`src/rtl/counter_sequence_checker_stall_timer.sv`:
```
// Saturating idle-cycle counter. Counts while active and not restarted; the
// registered flag rises when the count reaches THRESHOLD.
module stall_timer #(
    parameter int THRESHOLD = 16
) (
    input  logic clk_in,
    input  logic rst_in,
    input  logic active_in,
    input  logic restart_in,
    output logic stall_out
);

    localparam int CW = $clog2(THRESHOLD + 1);

    logic [CW-1:0] count_q;
    logic [CW-1:0] count_d;
    logic          stall_q;
    logic          stall_d;

    always_comb begin
        count_d = count_q;
        if (!active_in || restart_in) begin
            count_d = '0;
        end else if (count_q != CW'(THRESHOLD)) begin
            count_d = count_q + CW'(1);
        end
        // Flag tracks the next count so it drops in the same cycle the count restarts.
        stall_d = (count_d == CW'(THRESHOLD));
    end

    always_ff @(posedge clk_in) begin
        if (rst_in) begin
            count_q <= '0;
            stall_q <= 1'b0;
        end else begin
            count_q <= count_d;
            stall_q <= stall_d;
        end
    end

    assign stall_out = stall_q;

endmodule

```
`config.mk`:
```
export PLATFORM = sky130hd
export DESIGN_NAME = stall_timer
export DESIGN_NICKNAME = d
export VERILOG_FILES = /design/src/rtl/counter_sequence_checker_stall_timer.sv
export SDC_FILE = /design/constraint.sdc
export NUM_CORES = 1
export LEC_CHECK = 0
export BUFFER_PORTS_ARGS = -buffer_cell sky130_fd_sc_hd__buf_2
export CELL_PAD_IN_SITES_DETAIL_PLACEMENT = 0
export CELL_PAD_IN_SITES_GLOBAL_PLACEMENT = 2
export CORE_AREA = 2 2 39 41
export CTS_CLUSTER_SIZE = 14
export DETAILED_ROUTE_END_ITERATION = 7
export DIE_AREA = 0 0 41 43
export PLACE_DENSITY_LB_ADDON = 0.1
export SYNTH_ARGS = -nofsm -noshare
export SYNTH_HDL_FRONTEND = slang
export SYNTH_SLANG_ARGS = --single-unit
```
`constraint.sdc`:
```
create_clock -name clk_in -period 1.73 [get_ports clk_in]
set_input_delay 0.0865 -clock clk_in [delete_from_list [all_inputs] [get_ports clk_in]]
set_output_delay 0.0865 -clock clk_in [all_outputs]
set_load 0.02 [all_outputs]
```
# After elaboration in Yosys (flattened, before gate mapping)
# Index checks and enable logic that the tools add are counted.
# Widths: inputs -> output; s select.
[totals] register_bits=6 out_inout_bits=1 word_cells=9 input_bits=4
[classes] muxes=2 n_reduce_logical=2 n_addsub=1 n_eq_ne=2
[op_table] op="$mux 5" count=2
[op_table] op="$add 5x1->5 const B" count=1
[op_table] op="$eq 5x5->1 const B" count=1
[op_table] op="$ne 5x5->1 const B" count=1
[op_table] op="$logic_not 1->1" count=1
[op_table] op="$logic_or 1x1->1" count=1

# Logic depth before layout (Yosys ltp)
# Gate-level depths: netlist (run 1).
[depth] depth_word=4 depth_mapped=5 depth_no_buf=5

# Worst setup path before layout (run 1)
# No wires, ideal clock.
[synth_timing] kind="register -> register" start="register count_q[0]" end="register stall_q, in the netlist stall_out" arrival_ns=1.175 slack_ns=0.452 stages_incl_launch_ff=5 required_ns=1.627 cell_sequence="dfxtp_1 -> ha_1 -> nor3b_2 -> mux2i_1 -> a2111oi_2"
[synth_via] elab_chain_len=4 word_cells_on_any_way=5 classes_between="add/sub: 1; eq/ne: 2; mux: 2"
[synth_lines] element="from (decl)" line="15" source="logic [CW-1:0] count_q;"
[synth_lines] element="from (signal assigned)" line="36" source="count_q <= count_d;"
[synth_lines] element="$add 5x1->5 or $ne 5x5->1 (tied branches)" line="25, 24"
[synth_lines] element="$mux 5 (*)" line="24" source="end else if (count_q != CW'(THRESHOLD)) begin"
[synth_lines] element="$mux 5 (*)" line="22" source="if (!active_in || restart_in) begin"
[synth_lines] element="$eq 5x5->1 (*)" line="28" source="stall_d = (count_d == CW'(THRESHOLD));"
[synth_lines] element="to (signal assigned)" line="37" source="stall_q <= stall_d;"
[synth_lines] element="to (decl)" line="17" source="logic stall_q;"
# Mark *: on every way between the ends. The rest lies on a longest branch, timed or not.
# A chain may end at the register's enable or synchronous reset.

# Worst setup path in the final report (run 1)
# Ends and elaborated chain as after synthesis.

==> results of run 1 <==
==> layer usage <==
layer  track usage (%)  vias up  wire [µm]
met5                 0        -          0
met4              4.00        0          6
met3              7.85        2         45
met2              12.5       12        313
met1              11.9      128        294
li1                  -      133          -
==> registers in the layout, summed over array words and instances (netlist names) <==
name / flops
stall_out: 1
count_q: 5
==> layout make-up <==
| class | instances | area [µm²] | area share (%) |
|---|---|---|---|
| Multi-Input combinational cell | 24 | 188 | 49.2 |
| Sequential cell | 6 | 120 | 31.5 |
| Clock buffer | 3 | 22.5 | 5.90 |
| Inverter | 3 | 11.3 | 2.95 |
| Tap cell | 16 | 20.0 | 5.25 |
| Timing Repair Buffer | 4 | 20.0 | 5.25 |
==> worst paths after layout <==
| kind | from | end | slack (ns) | cells after the start |
|---|---|---|---|---|
| worst max-delay path | count_q[0] | stall_out | 0.24 | 4 |
| worst min-delay path | active_in | count_q[1] | 0.11 | 2 |
| worst max register to register | count_q[0] | stall_out | 0.24 | 4 |
| worst min register to register | count_q[2] | count_q[2] | 0.60 | 2 |
==> power groups by stage <==
| stage | Combinational (mW) | Sequential (mW) | Clock, mW |
|---|---|---|---|
| 6_report | 0.0151 | 0.142 | 0.128 |
| 3_3_place_gp | 0.0147 | 0.145 | 0 |
| 5_1_grt | 0.0171 | 0.142 | 0.147 |
| 2_1_floorplan | 0.00844 | 0.144 | 0 |
| 3_5_place_dp | 0.0151 | 0.145 | 0 |
| 4_1_cts | 0.0152 | 0.142 | 0.134 |
==> layout by cell type (no fill, tap or decap), drive strengths merged <==
cell type	instances
nand3b	2
nor3	2
and3	2
a2111oi	1
nor4b	1
xnor2	1
nand2	1
nor3b	1
a21oi	1
ha	2
buf	4
o21a	1
nor2b	1
inv	3
dfxtp	6
mux2i	2
nand3	2
nor2	2
nand2b	1
nor4bb	1
clkbuf	3
==> worst max-delay path: stages (launching register included) <==
cell and delay, ns:
dfxtp_1 0.47, ha_1 0.32, and3_1 0.20, mux2i_1 0.11, a2111oi_2 0.28
==> cells by family after synthesis <==
| kind of cell | count (synthesis) | synth area share [%] |
|---|---|---|
| AO/OA/AOI/OAI | 3 | 8.33 |
| XOR/XNOR | 1 | 2.65 |
| AND/OR/NAND/NOR | 16 | 32.2 |
| flip-flops | 6 | 36.4 |
| buffers and inverters | 4 | 6.82 |
| multiplexers | 2 | 6.06 |
| adder cells (fa/ha/maj) | 2 | 7.57 |
==> qor.txt, run 1 <==
Status: complete, no violations
Max_slew headroom: 79.9%
Initial core utilization: 23.9%
Mapped Area: 330 µm²
Post-synth ARST share: 0%
Hpwl dp: 486 µm
Setup violators final: 0
Final ANT Viol Nets: 0
Root Driver: clkbuf_4
Grt total ovfl: 0
Final Core Density: 27.6%
IO Pins: 5
Via Count: 275
Comb power frac: 5.3%
Worst-path fanout max: 8
Routed WL: 659 µm
Worst Tran Pin Value: 0.302 ns
Fin Setup TNS: 0 ns
Layout cell share with drive strength beyond 1: 25.0%
CP Launch Type: flop
Final clock skew: 0.00915 ns
Global-route wire length before repair: 1080 µm
# diodes: 0
Nets@finish: 48
CP endpoint kind: flop
# fillers: 158
Post-route setup slack: 0.238 ns
Fin. Hold Viols: 0
Num CTS Buffers: 3
Overall power: 285 µW
PwrDens: 748 mW/mm²
CTS Buffer Depth: 2
Setup Crit Path Kind: flop to flop
Number of synthesized flops with an enable pin: 0
Final cell count without fillers: 56
Die H: 43 µm
DP Cell Count: 53
Cells after Synth: 34
Worst vdd ir: 0.225 mV
CTS sink cnt: 6
Cts repair resizes: 0
Largest net degree at the start of global routing: 10
First DRT Iteration DRCs: 7
Synth cell count leaders: 6 x dfxtp_1, 3 x inv_1
DRT Pass-1 Iters: 5
Rows: 14
Leakage: 0.159 nW
Die ar.: 0.00176 mm²
Max Freq: 0.670 GHz
Switching Power: 59.4 µW
Post-synth top area cell: dfxtp_1
Core ar.: 0.00138 mm²
CTS H-tree depth: 1
Crit path arrival time: 1.63 ns
Ys flop type: dfxtp_1
Die width: 41 µm
Drt drc: 0
Clock Latency Late Sink: 0.24 ns
Max-slew violations: 0
Mean area per synthesized cell: 9.72 µm²
Cts hold-fix bufs: 0
Share of power burned in registers: 49.9%
Most frequent cell after synthesis: dfxtp_1
Max-cap violations: 0
Synthesis-to-finish area growth: 15.5%
Post-CTS Setup Bufs: 0
WHS: 0.110 ns
Placed Instance Area: 359 µm²
Synth cell types: 21
Yosys top cell area share: 36.4%
Synthesized flop and latch total: 6
Number of port buffers: 4
Vias/cell: 4.91
Clock group share of total power: 44.8%
Pre-CTS WS: 0.276 ns
Clock transition at path regs: 0.05 ns
Internal: 226 µW
Post-synthesis sequential area ratio: 36.4%
Wire length per cell: 11.8 µm
Vias in the first global route: 247
Gr usage total: 9.85%
Unrepaired setup endpoints after global routing: no
Post-route minimum period: 1.49 ns
Ranking of synthesized cells by area: dfxtp_1 36%, ha_1 7.6%, mux2i_1 6.1%
CP required: 1.87 ns
Final non-filler cell area: 382 µm²
CTS tree: yes
Initial antenna violation count: 0
Syn_nets: 40
Worst Hold Class: input port to flop
Warnings from Yosys: 0
Final worst path period share: 86.2%
Routability cong.: 0.666
Switching share of power: 20.8%
Note: power is estimated with default switching activity, not from simulation.
==> inputs of run 2 (changes only) <==
Settings changed: CTS_BUF_LIST from default to sky130_fd_sc_hd__clkbuf_16.
==> run 2 against run 1 <==
Non-clock buffer count did not move. Die area is the same. Clock-buffer cell count stayed put. Global-route usage increased by 0.10 points. Via count fell by 5.1%. Flip-flop and latch count stayed put. Register-to-register slack improved by 0.04 ns. Sequential power about the same. Critical endpoint unchanged. Setup slack improved by 0.041 ns. Largest cell class unchanged. Power is 85% higher. Design area grew 14%.
==> qor.txt, run 2 (synthesis gave the netlist of run 1 again) <==
CTS tree: yes
Max-slew violations: 0 (unchanged)
DP Cell Count: 53 (unchanged)
Routability cong.: 0.666 (unchanged)
Global-route wire length before repair: 1080 µm (+0.65%)
Largest net degree at the start of global routing: 10 (unchanged)
IO Pins: 5 (unchanged)
Internal: 444 µW (+97%)
Worst-path fanout max: 8 (unchanged)
Via Count: 261 (-5.1%)
Die width: 41 µm (unchanged)
DRT Pass-1 Iters: 4 (-1)
Switching share of power: 16.0% (-4.8 points)
Max-cap violations: 0 (unchanged)
Max Freq: 0.689 GHz (+2.9%)
Most common cell after layout, fill and taps aside: dfxtp_1
Clock transition at path regs: 0.03 ns (-0.02 ns)
Area occupied by multi-input gates: 188 µm² (unchanged)
Reg-to-Reg End: stall_out
CTS sink cnt: 6 (unchanged)
Post-CTS Setup Bufs: 0 (unchanged)
Biggest register: count_q
Worst vdd ir: 0.434 mV (+93%)
Number of port buffers: 4 (unchanged)
Wire length per cell: 11.8 µm (+0.61%)
Worst Hold Class: input port to flop
WHS: 0.129 ns (+0.0190 ns)
Critical path origin: count_q[0]
Layout cell share with drive strength beyond 1: 25.0% (unchanged)
Vias/cell: 4.66 (-5.1%)
Nets@finish: 48 (unchanged)
R2R cell count: 4 (unchanged)
Routed WL: 663 µm (+0.61%)
Reg2Reg Setup Slack: 0.28 ns (+0.04 ns)
CTS Buffer Depth: 2 (unchanged)
# diodes: 0 (unchanged)
Max_slew headroom: 80.0% (+0.17 points)
Die H: 43 µm (unchanged)
Fin. Hold Viols: 0 (unchanged)
Post-route minimum period: 1.45 ns (-0.0414 ns)
CTS H-tree depth: 1 (unchanged)
CP endpoint kind: flop
Final clock skew: 0.00246 ns (-0.00669 ns)
Core ar.: 0.00138 mm² (unchanged)
Grt total ovfl: 0 (unchanged)
Critical Path End: stall_out
Cts repair resizes: 0 (unchanged)
Synthesis-to-finish area growth: 31.4%
PwrDens: 1220 mW/mm² (+63%)
Gr usage total: 9.95% (+0.10 points)
Hpwl dp: 486 µm (unchanged)
Die ar.: 0.00176 mm² (unchanged)
Switching Power: 84.5 µW (+42%)
First DRT Iteration DRCs: 12 (+5)
Status: complete, no violations
Setup Crit Path Kind: flop to flop
Clock group share of total power: 70.2% (+25 points)
Crit path arrival time: 1.57 ns (-0.06 ns)
Initial core utilization: 23.9% (unchanged)
Num CTS Buffers: 3 (unchanged)
Most frequent cells in the layout: 6 x dfxtp_1, 4 x buf_2, 3 x inv_1, 3 x clkbuf_16
Reg2Reg Launch Point: count_q[0]
Final cell count without fillers: 56 (unchanged)
# fillers: 155 (-1.9%)
Share of power burned in registers: 27.0% (-23 points)
Final worst path period share: 83.8% (-2.4 points)
Fin Setup TNS: 0 ns (unchanged)
Comb power frac: 2.8% (-2.5 points)
Sequential Area: 120 µm² (unchanged)
Initial antenna violation count: 0 (unchanged)
Unrepaired setup endpoints after global routing: no
Root Driver: clkbuf_16
Cts hold-fix bufs: 0 (unchanged)
Clock Latency Late Sink: 0.23 ns (about the same)
CP Launch Type: flop
Setup violators final: 0 (unchanged)
Worst Tran Pin Value: 0.299 ns (-0.00250 ns)
Drt drc: 0 (unchanged)
Vias in the first global route: 252 (+2.0%)
Rows: 14 (unchanged)
Max reg flops: 5 (unchanged)
Leakage: 0.182 nW (+15%)
CP required: 1.85 ns (-0.02 ns)
Final ANT Viol Nets: 0 (unchanged)
run 2: cell counts in the layout (fill, tap and decap cells not counted):
No cell type changed its count.
run 2: worst min-delay path by stage:
stage	end	startpoint	cells after the start
CTS	count_q[1]	active_in	2
detailed placement	count_q[1]	active_in	2
finish	count_q[1]	active_in	2
global placement	count_q[1]	active_in	2
floorplan	count_q[1]	active_in	1
global route	count_q[1]	active_in	2
run 2: metrics by stage:
| stage | setup WS [ns] | util [%] | power [mW] | cell area [µm²] |
|---|---|---|---|---|
| 2_1_floorplan | 0.452 | - | 0.152 | 330 |
| 4_1_cts | 0.255 | 31.4 | 0.539 | 434 |
| 3_3_place_gp | 0.277 | 25.9 | 0.159 | 359 |
| 5_1_grt | 0.147 | 31.4 | 0.549 | 434 |
| 3_5_place_dp | 0.276 | 25.9 | 0.160 | 359 |
| 6_report | 0.280 | 31.4 | 0.529 | 434 |
run 2: cell type report:
class	count	area share, %
Clock buffer	3	17.3
Multi-Input combinational cell	24	43.2
Sequential cell	6	27.7
Inverter	3	2.59
Tap cell	16	4.61
Timing Repair Buffer	4	4.61
run 2: power groups by stage:
stage	registers [mW]	clock network, mW	logic (mW)
final	0.143	0.371	0.0150
after detailed placement	0.145	0	0.0151
after global routing	0.143	0.389	0.0171
after global placement	0.145	0	0.0147
after CTS	0.143	0.381	0.0152
after floorplan	0.144	0	0.00844
run 2: layer usage:
metal / part of all wire (%) / global-route usage, % / up-vias
met5: 0 / 0 / -
met4: 0 / 6.00 / 0
met3: 4.8 / 6.28 / 0
met2: 50 / 12.8 / 4
met1: 45 / 11.9 / 126
li1: - / - / 131
run 2: worst max-delay path, stage by stage (launching register included):
cell and delay [ns]:
dfxtp_1 0.45, ha_1 0.31, and3_1 0.20, mux2i_1 0.11
a2111oi_2 0.28
